--- src/rtl/seven_seg_reader.sv ---
// seven_seg_reader
// Reads an active-low seven-segment pattern {A..G}, waits until it has been
// stable for STABLE_CYCLES clocks, then decodes it to a hex nibble and holds
// the result with Valid until the consumer acknowledges it. After an
// acknowledge the same pattern is never reported again until it changes.
//
// Optional feature, guarded by the macro SEVEN_SEG_READER_ERRCNT_EN:
//   adds the 8-bit output ErrCount, a saturating count of illegal patterns
//   accepted since reset.
module seven_seg_reader #(
  parameter int STABLE_CYCLES = 4  // legal range 1..15
) (
  input  logic       Clock,
  input  logic       Resetn,
  input  logic       A,
  input  logic       B,
  input  logic       C,
  input  logic       D,
  input  logic       E,
  input  logic       F,
  input  logic       G,
  input  logic       Ack,
  output logic       X3,
  output logic       X2,
  output logic       X1,
  output logic       X0,
  output logic       Valid,
  output logic       Error
`ifdef SEVEN_SEG_READER_ERRCNT_EN
  ,
  output logic [7:0] ErrCount
`endif
);

  // Acceptance threshold as a 4-bit constant matching the counter width.
  localparam logic [3:0] STABLE = 4'(STABLE_CYCLES);

  // Segment pattern that is blank (all lines high = all segments off).
  localparam logic [6:0] SEG_BLANK = 7'b1111111;

  typedef enum logic [1:0] {
    ST_IDLE,   // counting stable samples
    ST_HOLD,   // result presented, waiting for Ack
    ST_REARM   // result consumed, waiting for the pattern to change
  } state_t;

  // Decode {A..G} to {legal, hex}. Anything outside the 16 legal glyphs
  // returns legal = 0.
  function automatic logic [4:0] seg_decode(input logic [6:0] seg);
    logic [4:0] res;
    res = 5'b0_0000;
    case (seg)
      7'b0000001: res = 5'b1_0000;
      7'b1001111: res = 5'b1_0001;
      7'b0010010: res = 5'b1_0010;
      7'b0000110: res = 5'b1_0011;
      7'b1001100: res = 5'b1_0100;
      7'b0100100: res = 5'b1_0101;
      7'b0100000: res = 5'b1_0110;
      7'b0001111: res = 5'b1_0111;
      7'b0000000: res = 5'b1_1000;
      7'b0000100: res = 5'b1_1001;
      7'b0001000: res = 5'b1_1010;
      7'b1100000: res = 5'b1_1011;
      7'b0110001: res = 5'b1_1100;
      7'b1000010: res = 5'b1_1101;
      7'b0110000: res = 5'b1_1110;
      7'b0111000: res = 5'b1_1111;
      default:    res = 5'b0_0000;
    endcase
    return res;
  endfunction

  logic [6:0] seg_bus;
  logic [6:0] seg_diff;
  logic       seg_change;

  logic [6:0] s_reg;
  logic [3:0] cnt_reg;
  logic [3:0] cnt_next;
  logic [3:0] cnt_step;

  state_t     state_reg;
  state_t     state_next;
  logic [6:0] p_reg;
  logic [6:0] p_next;
  logic [3:0] x_reg;
  logic [3:0] x_next;
  logic       valid_reg;
  logic       valid_next;
  logic       error_reg;
  logic       error_next;

  logic [4:0] dec_res;
  logic       dec_legal;
  logic [3:0] dec_value;

  assign seg_bus = {A, B, C, D, E, F, G};

  // Per-line difference between the incoming lines and the sample register;
  // any set bit means the sample is about to change.
  genvar gi;
  generate
    for (gi = 0; gi < 7; gi++) begin : g_seg_diff
      assign seg_diff[gi] = seg_bus[gi] ^ s_reg[gi];
    end
  endgenerate

  assign seg_change = |seg_diff;

  // Counter increment saturating at the acceptance threshold.
  assign cnt_step = (cnt_reg >= STABLE) ? STABLE : (cnt_reg + 4'd1);

  // Decode always works on the registered sample.
  assign dec_res   = seg_decode(s_reg);
  assign dec_legal = dec_res[4];
  assign dec_value = dec_res[3:0];

  // Sample register and stability counter.
  always_ff @(posedge Clock) begin
    if (!Resetn) begin
      s_reg   <= SEG_BLANK;
      cnt_reg <= 4'd0;
    end else begin
      s_reg   <= seg_bus;
      cnt_reg <= cnt_next;
    end
  end

  // FSM state and held-result registers.
  always_ff @(posedge Clock) begin
    if (!Resetn) begin
      state_reg <= ST_IDLE;
      p_reg     <= SEG_BLANK;
      x_reg     <= 4'd0;
      valid_reg <= 1'b0;
      error_reg <= 1'b0;
    end else begin
      state_reg <= state_next;
      p_reg     <= p_next;
      x_reg     <= x_next;
      valid_reg <= valid_next;
      error_reg <= error_next;
    end
  end

  // Next-state, counter and held-result logic.
  always_comb begin
    state_next = state_reg;
    p_next     = p_reg;
    x_next     = x_reg;
    valid_next = valid_reg;
    error_next = error_reg;
    // A sample change restarts the count; otherwise count up.
    cnt_next   = seg_change ? 4'd0 : cnt_step;

    case (state_reg)
      ST_IDLE: begin
        // The count reaches the threshold on this edge: accept the pattern.
        if (!seg_change && (cnt_step == STABLE)) begin
          state_next = ST_HOLD;
          valid_next = 1'b1;
          p_next     = s_reg;
          if (dec_legal) begin
            x_next     = dec_value;
            error_next = 1'b0;
          end else begin
            x_next     = 4'd0;
            error_next = 1'b1;
          end
        end
      end
      ST_HOLD: begin
        // X is left as-is so the last value remains visible after Ack.
        if (Ack) begin
          state_next = ST_REARM;
          valid_next = 1'b0;
          error_next = 1'b0;
        end
      end
      ST_REARM: begin
        // Only a different pattern may start a new acceptance.
        if (s_reg != p_reg) begin
          state_next = ST_IDLE;
          cnt_next   = 4'd0;
        end
      end
      default: begin
        state_next = ST_IDLE;
        valid_next = 1'b0;
        error_next = 1'b0;
        cnt_next   = 4'd0;
      end
    endcase
  end

  assign {X3, X2, X1, X0} = x_reg;
  assign Valid            = valid_reg;
  assign Error            = error_reg;

`ifdef SEVEN_SEG_READER_ERRCNT_EN
  logic [7:0] errcnt_reg;
  logic       err_accept;

  assign err_accept = (state_reg == ST_IDLE) && (state_next == ST_HOLD) && !dec_legal;

  // Saturating count of illegal acceptances; only reset clears it.
  always_ff @(posedge Clock) begin
    if (!Resetn) begin
      errcnt_reg <= 8'd0;
    end else if (err_accept && (errcnt_reg != 8'hFF)) begin
      errcnt_reg <= errcnt_reg + 8'd1;
    end
  end

  assign ErrCount = errcnt_reg;
`endif

endmodule

--- config.mk ---
export PLATFORM = sky130hd
export DESIGN_NAME = seven_seg_reader
export DESIGN_NICKNAME = d
export VERILOG_FILES = /design/src/rtl/seven_seg_reader.sv
export SDC_FILE = /design/constraint.sdc
export NUM_CORES = 1
export LEC_CHECK = 0
export ABC_AREA = 1
export BUFFER_PORTS_ARGS = -buffer_cell sky130_fd_sc_hd__buf_2
export CAP_MARGIN = 20
export CORE_ASPECT_RATIO = 0.75
export CORE_MARGIN = 4
export CORE_UTILIZATION = 60
export DETAILED_ROUTE_END_ITERATION = 8
export HOLD_SLACK_MARGIN = 0.12
export PLACE_DENSITY = 0.89
export SYNTH_ARGS = -nofsm -noshare
export SYNTH_HDL_FRONTEND = slang
export SYNTH_SLANG_ARGS = --single-unit
--- constraint.sdc ---
create_clock -name Clock -period 2.3 [get_ports Clock]
set_input_delay 0 -clock Clock [delete_from_list [all_inputs] [get_ports Clock]]
set_output_delay 0 -clock Clock [all_outputs]
set_load 0.02 [all_outputs]
==> results <==
- The fraction of layout instances using a drive strength above 1 is between 10% and 20%.
- The kind of critical path is reg2reg.
- The wire-length estimate of the detail-placed layout is roughly 2300 um.
- The number of nets in the synthesized netlist is 232.
- The maximum clock rate is 564 MHz.
- Entering global routing, the biggest net connects 16 pins.
- The I/O pin count is 16.
- In this run the worst path has a maximum fanout of 12.
- The adder and majority cell fraction of the synthesized area is less than 1%.
- The flow ran to the end, and the final reports show no timing, DRC or antenna violations.
- Yosys mapped a number of flops with a built-in enable equal to 0.
- The leading cell type by number of instances after synthesis is sky130_fd_sc_hd__nand2_1.
- In this run, placement finished with an instance count of ~270.
- The vias after detailed routing is roughly 1.4k.
- After detailed routing, the number of vias per cell comes to between 4 and 5.
- The average wire length per cell after detail routing is between 10 and 15 um.
- The clock transition at the registers of the reported paths is 0.14 ns.
- By area, the combinational part of the netlist is dominated by simple AND/OR/NAND/NOR gates.
- The setup-violating endpoint count in the final report is 0.
- The later pin in the worst-skew pair is clocked with a latency of between 0.3 and 0.4 ns.
- STA classifies the critical path startpoint as a flop.
- The routed design has approximately 3200 um of wire.
- The port buffer count is 15.
- Once the floorplan was initialized, standard cells occupied 63.0% of the core.
- The cell accounting for the most synthesized area is sky130_fd_sc_hd__dfxtp_1.
- The clock root buffer is sky130_fd_sc_hd__clkbuf_4.
- The number of maximum-capacitance violations is 0.
- The count of instances resized after the clock tree is built is 0.
- The initial antenna violation count was 0.
- The floorplan step set the die width to ~65 um.
- The leakage component of the power is 0.000907 uW.
- Counting instances, the worst hold path has a depth of 3.
- The post-synthesis xor/xnor area fraction is ~4.3%.
- The count of final hold-check violations came to 0.
- The synthesized area divided by synthesized cell count is 6.52 um2.
- Adding up every negative setup slack in the final design gives 0 ns.
- The antenna violation net count after detailed routing is 0.
- The data arrival time of the worst path is approximately 2.0 ns.
- After Yosys synthesis, and, or, nand and nor cells account for 40.4% of the synthesized area.
- The clock period could shrink to about 1.8 ns.
- For hold timing, the worst endpoint is s_reg[0]$_SDFF_PN1_.
- For this run, the register share of the synthesized area comes to 36.1%.
- The type of the worst min-delay path is in2reg.
- The synthesized netlist devotes between 9 and 10% of its cell area to compound gates.
- Ranked by total cell area, the synthesized netlist is headed by sky130_fd_sc_hd__dfxtp_1 (36%), sky130_fd_sc_hd__nand2_1 (23%), sky130_fd_sc_hd__nor2_1 (7.6%), sky130_fd_sc_hd__o211ai_2 (6.1%), sky130_fd_sc_hd__inv_1 (4.4%).
- The core region is roughly 2300 um2.
- The net count of the finished layout is 262.
- The number of DRC violations after detailed-routing iteration 0 is 87.
- The maximum buffer depth of the clock tree is 2.
- The H-tree level count is 1.
- The number of clock sinks is 26.
- The first-pass GRT wire length is between 5000 and 6000 um.
- The type of destination of the critical path is a flop.
- The total DRC errors in the routed layout is 0.
- Data on the critical path is required at its endpoint by around 2.5 ns.
- In this run the post-CTS setup repair buffer count came out at 0.
- The hold path startpoint is G.
- After detailed placement, the total cell area comes to 1540 um2.
- The number of different library cells used by synthesis comes to 28.
- Sorting the synthesized cells by how often they occur yields sky130_fd_sc_hd__nand2_1 (88), sky130_fd_sc_hd__nor2_1 (29), sky130_fd_sc_hd__dfxtp_1 (26).
- For flop-to-flop paths, the worst setup slack is 0.53 ns.
- Synthesis inferred 26 register bits.
- The count of mapped cells out of synthesis is about 220.
- The most common flop cell mapped by yosys is sky130_fd_sc_hd__dfxtp_1.
- The share of the clock period used by the worst path after layout is around 77%.
- The mapped netlist covers around 1400 um2.
- Before antenna repair, the detailed router went through 4 iterations.
- The reg-to-reg endpoint is p_reg[1]$_SDFFE_PN1P_.
- The finished layout holds 284 standard cells, fillers aside.
- Setup repair after global routing left no endpoint under its margin.
- For this design the ratio of total power to cell area is ~510 nW/um2.
- Summing all non-filler instances in the final layout gives an area of 1720 um2.
- The number of global-route vias before repair is between 1k and 1.5k.
- The die covers approximately 3300 um2.
- TritonCTS built the clock tree.
- The async set-or-reset flop fraction in the synthesized netlist is 0%.
- The number of max-slew violations in the final report is 0.
- The number of CTS-inserted buffers is 3.
- Relative to the synthesized area, the layout overhead comes to 19.5%.
- Row generation in the floorplan step produced 15 rows.
- The weighted congestion at the end of routability-driven global placement is between 0.9 and 1.
- 0 antenna diodes ended up in the layout.
- The overall routing resource usage is 22.3%.
- The filler cell count in the final layout is around 180.
- IR analysis of the VDD net gives a maximum drop of roughly 0.36 mV.
- In this run the vertical extent of the chip is about 50 um.
- Measured against the total synthesized area, the mux share comes to 0%.
- For this run the aggregate overflow at the end of global routing stands at 0.
- On the final layout, the worst clock skew is roughly 0.0044 ns.
- The worst register-to-register path has a depth of 8.
- Summed over its instances, the top area cell type makes up between 30% and 40% of the synthesized netlist area.
- The origin of the critical flop-to-flop path is cnt_reg[0]$_SDFF_PN0_.
- The Yosys step of the flow raised 0 warnings.
==> where the power goes <==
part	internal (uW)	switching [uW]	total, uW	leakage, uW
Clock	176	137	314	0.0000279
Sequential	459	12.0	471	0.000212
Combinational	42.0	57.0	99.0	0.000667
Total	677	206	883	0.000907
==> how the worst max path moves through the flow <==
stage	startpoint	to	slack, ns	depth (start not counted)
3_5_place_dp	cnt_reg[0]$_SDFF_PN0_	p_reg[1]$_SDFFE_PN1P_	0.57	8
5_1_grt	s_reg[6]$_SDFF_PN1_	p_reg[1]$_SDFFE_PN1P_	0.36	9
3_3_place_gp	cnt_reg[0]$_SDFF_PN0_	p_reg[6]$_SDFFE_PN1P_	0.61	8
6_report	cnt_reg[0]$_SDFF_PN0_	p_reg[1]$_SDFFE_PN1P_	0.53	8
4_1_cts	cnt_reg[0]$_SDFF_PN0_	p_reg[1]$_SDFFE_PN1P_	0.52	8
2_1_floorplan	cnt_reg[0]$_SDFF_PN0_	p_reg[1]$_SDFFE_PN1P_	0.94	8
==> layout by cell type (no fill, tap or decap), types with 5 or more instances in the layout <==
master / instances
sky130_fd_sc_hd__a21oi_1: 7
sky130_fd_sc_hd__buf_2: 15
sky130_fd_sc_hd__dfxtp_1: 26
sky130_fd_sc_hd__dlygate4sd3_1: 13
sky130_fd_sc_hd__inv_1: 17
sky130_fd_sc_hd__inv_2: 7
sky130_fd_sc_hd__nand2_1: 88
sky130_fd_sc_hd__nand3_1: 5
sky130_fd_sc_hd__nor2_1: 29
sky130_fd_sc_hd__o211ai_2: 7
sky130_fd_sc_hd__xor2_1: 5
==> logic make-up (layout without fill, tap and decap cells) <==
logic type               count (synthesis)  after routing
AND/OR/NAND/NOR                        140            140
adder cells (fa/ha/maj)                  1              1
AO/OA/AOI/OAI                           17             17
other                                    1              1
XOR/XNOR                                 7              7
flip-flops                              26             26
buffers and inverters                   29             58
==> per-stage QoR <==
| step | util, % | setup WS, ns | total power (uW) | hold WS (ns) |
|---|---|---|---|---|
| final | 75.2 | 0.527 | 883 | 0.416 |
| after global routing | 75.2 | 0.358 | 917 | 0.421 |
| after CTS | 75.2 | 0.523 | 885 | 0.412 |
| after detailed placement | 67.3 | 0.566 | 560 | 0.204 |
| after global placement | 67.3 | 0.607 | 558 | 0.202 |
| after floorplan | - | 0.942 | 534 | 0.0755 |
==> layout make-up <==
cell class	count	area (um2)	share of cell area (%)
well taps	34	42.5	2.47
inverters	25	93.8	5.45
multi-input cells	166	801	46.5
flip-flops and latches	26	520	30.2
clock buffers	3	22.5	1.31
clock inverters	1	30.0	1.74
repair buffers	29	213	12.3
==> critical path, stage by stage, from the launching register on <==
cell	delay (ns)
sky130_fd_sc_hd__dfxtp_1	0.34
sky130_fd_sc_hd__ha_1	0.28
sky130_fd_sc_hd__nand2_1	0.08
sky130_fd_sc_hd__nand3_1	0.08
sky130_fd_sc_hd__inv_1	0.08
sky130_fd_sc_hd__nand4_2	0.33
sky130_fd_sc_hd__buf_4	0.32
sky130_fd_sc_hd__nand2_1	0.08
sky130_fd_sc_hd__o211ai_2	0.07
==> metal layers <==
| layer | track usage (%) | up-vias | part of all wire (%) |
|---|---|---|---|
| met4 | 3.51 | 0 | 0.60 |
| met3 | 5.37 | 5 | 6.1 |
| met1 | 30.0 | 611 | 48 |
| li1 | - | 741 | - |
| met2 | 37.0 | 44 | 45 |
| met5 | 0 | - | 0 |
==> timing repair <==
item | CTS | global route
hold buffers | 13 | 0
endpoints found under the hold margin | 17 | 0
endpoints found under the setup margin | 0 | 0
Power figures use the tool's default switching activity.
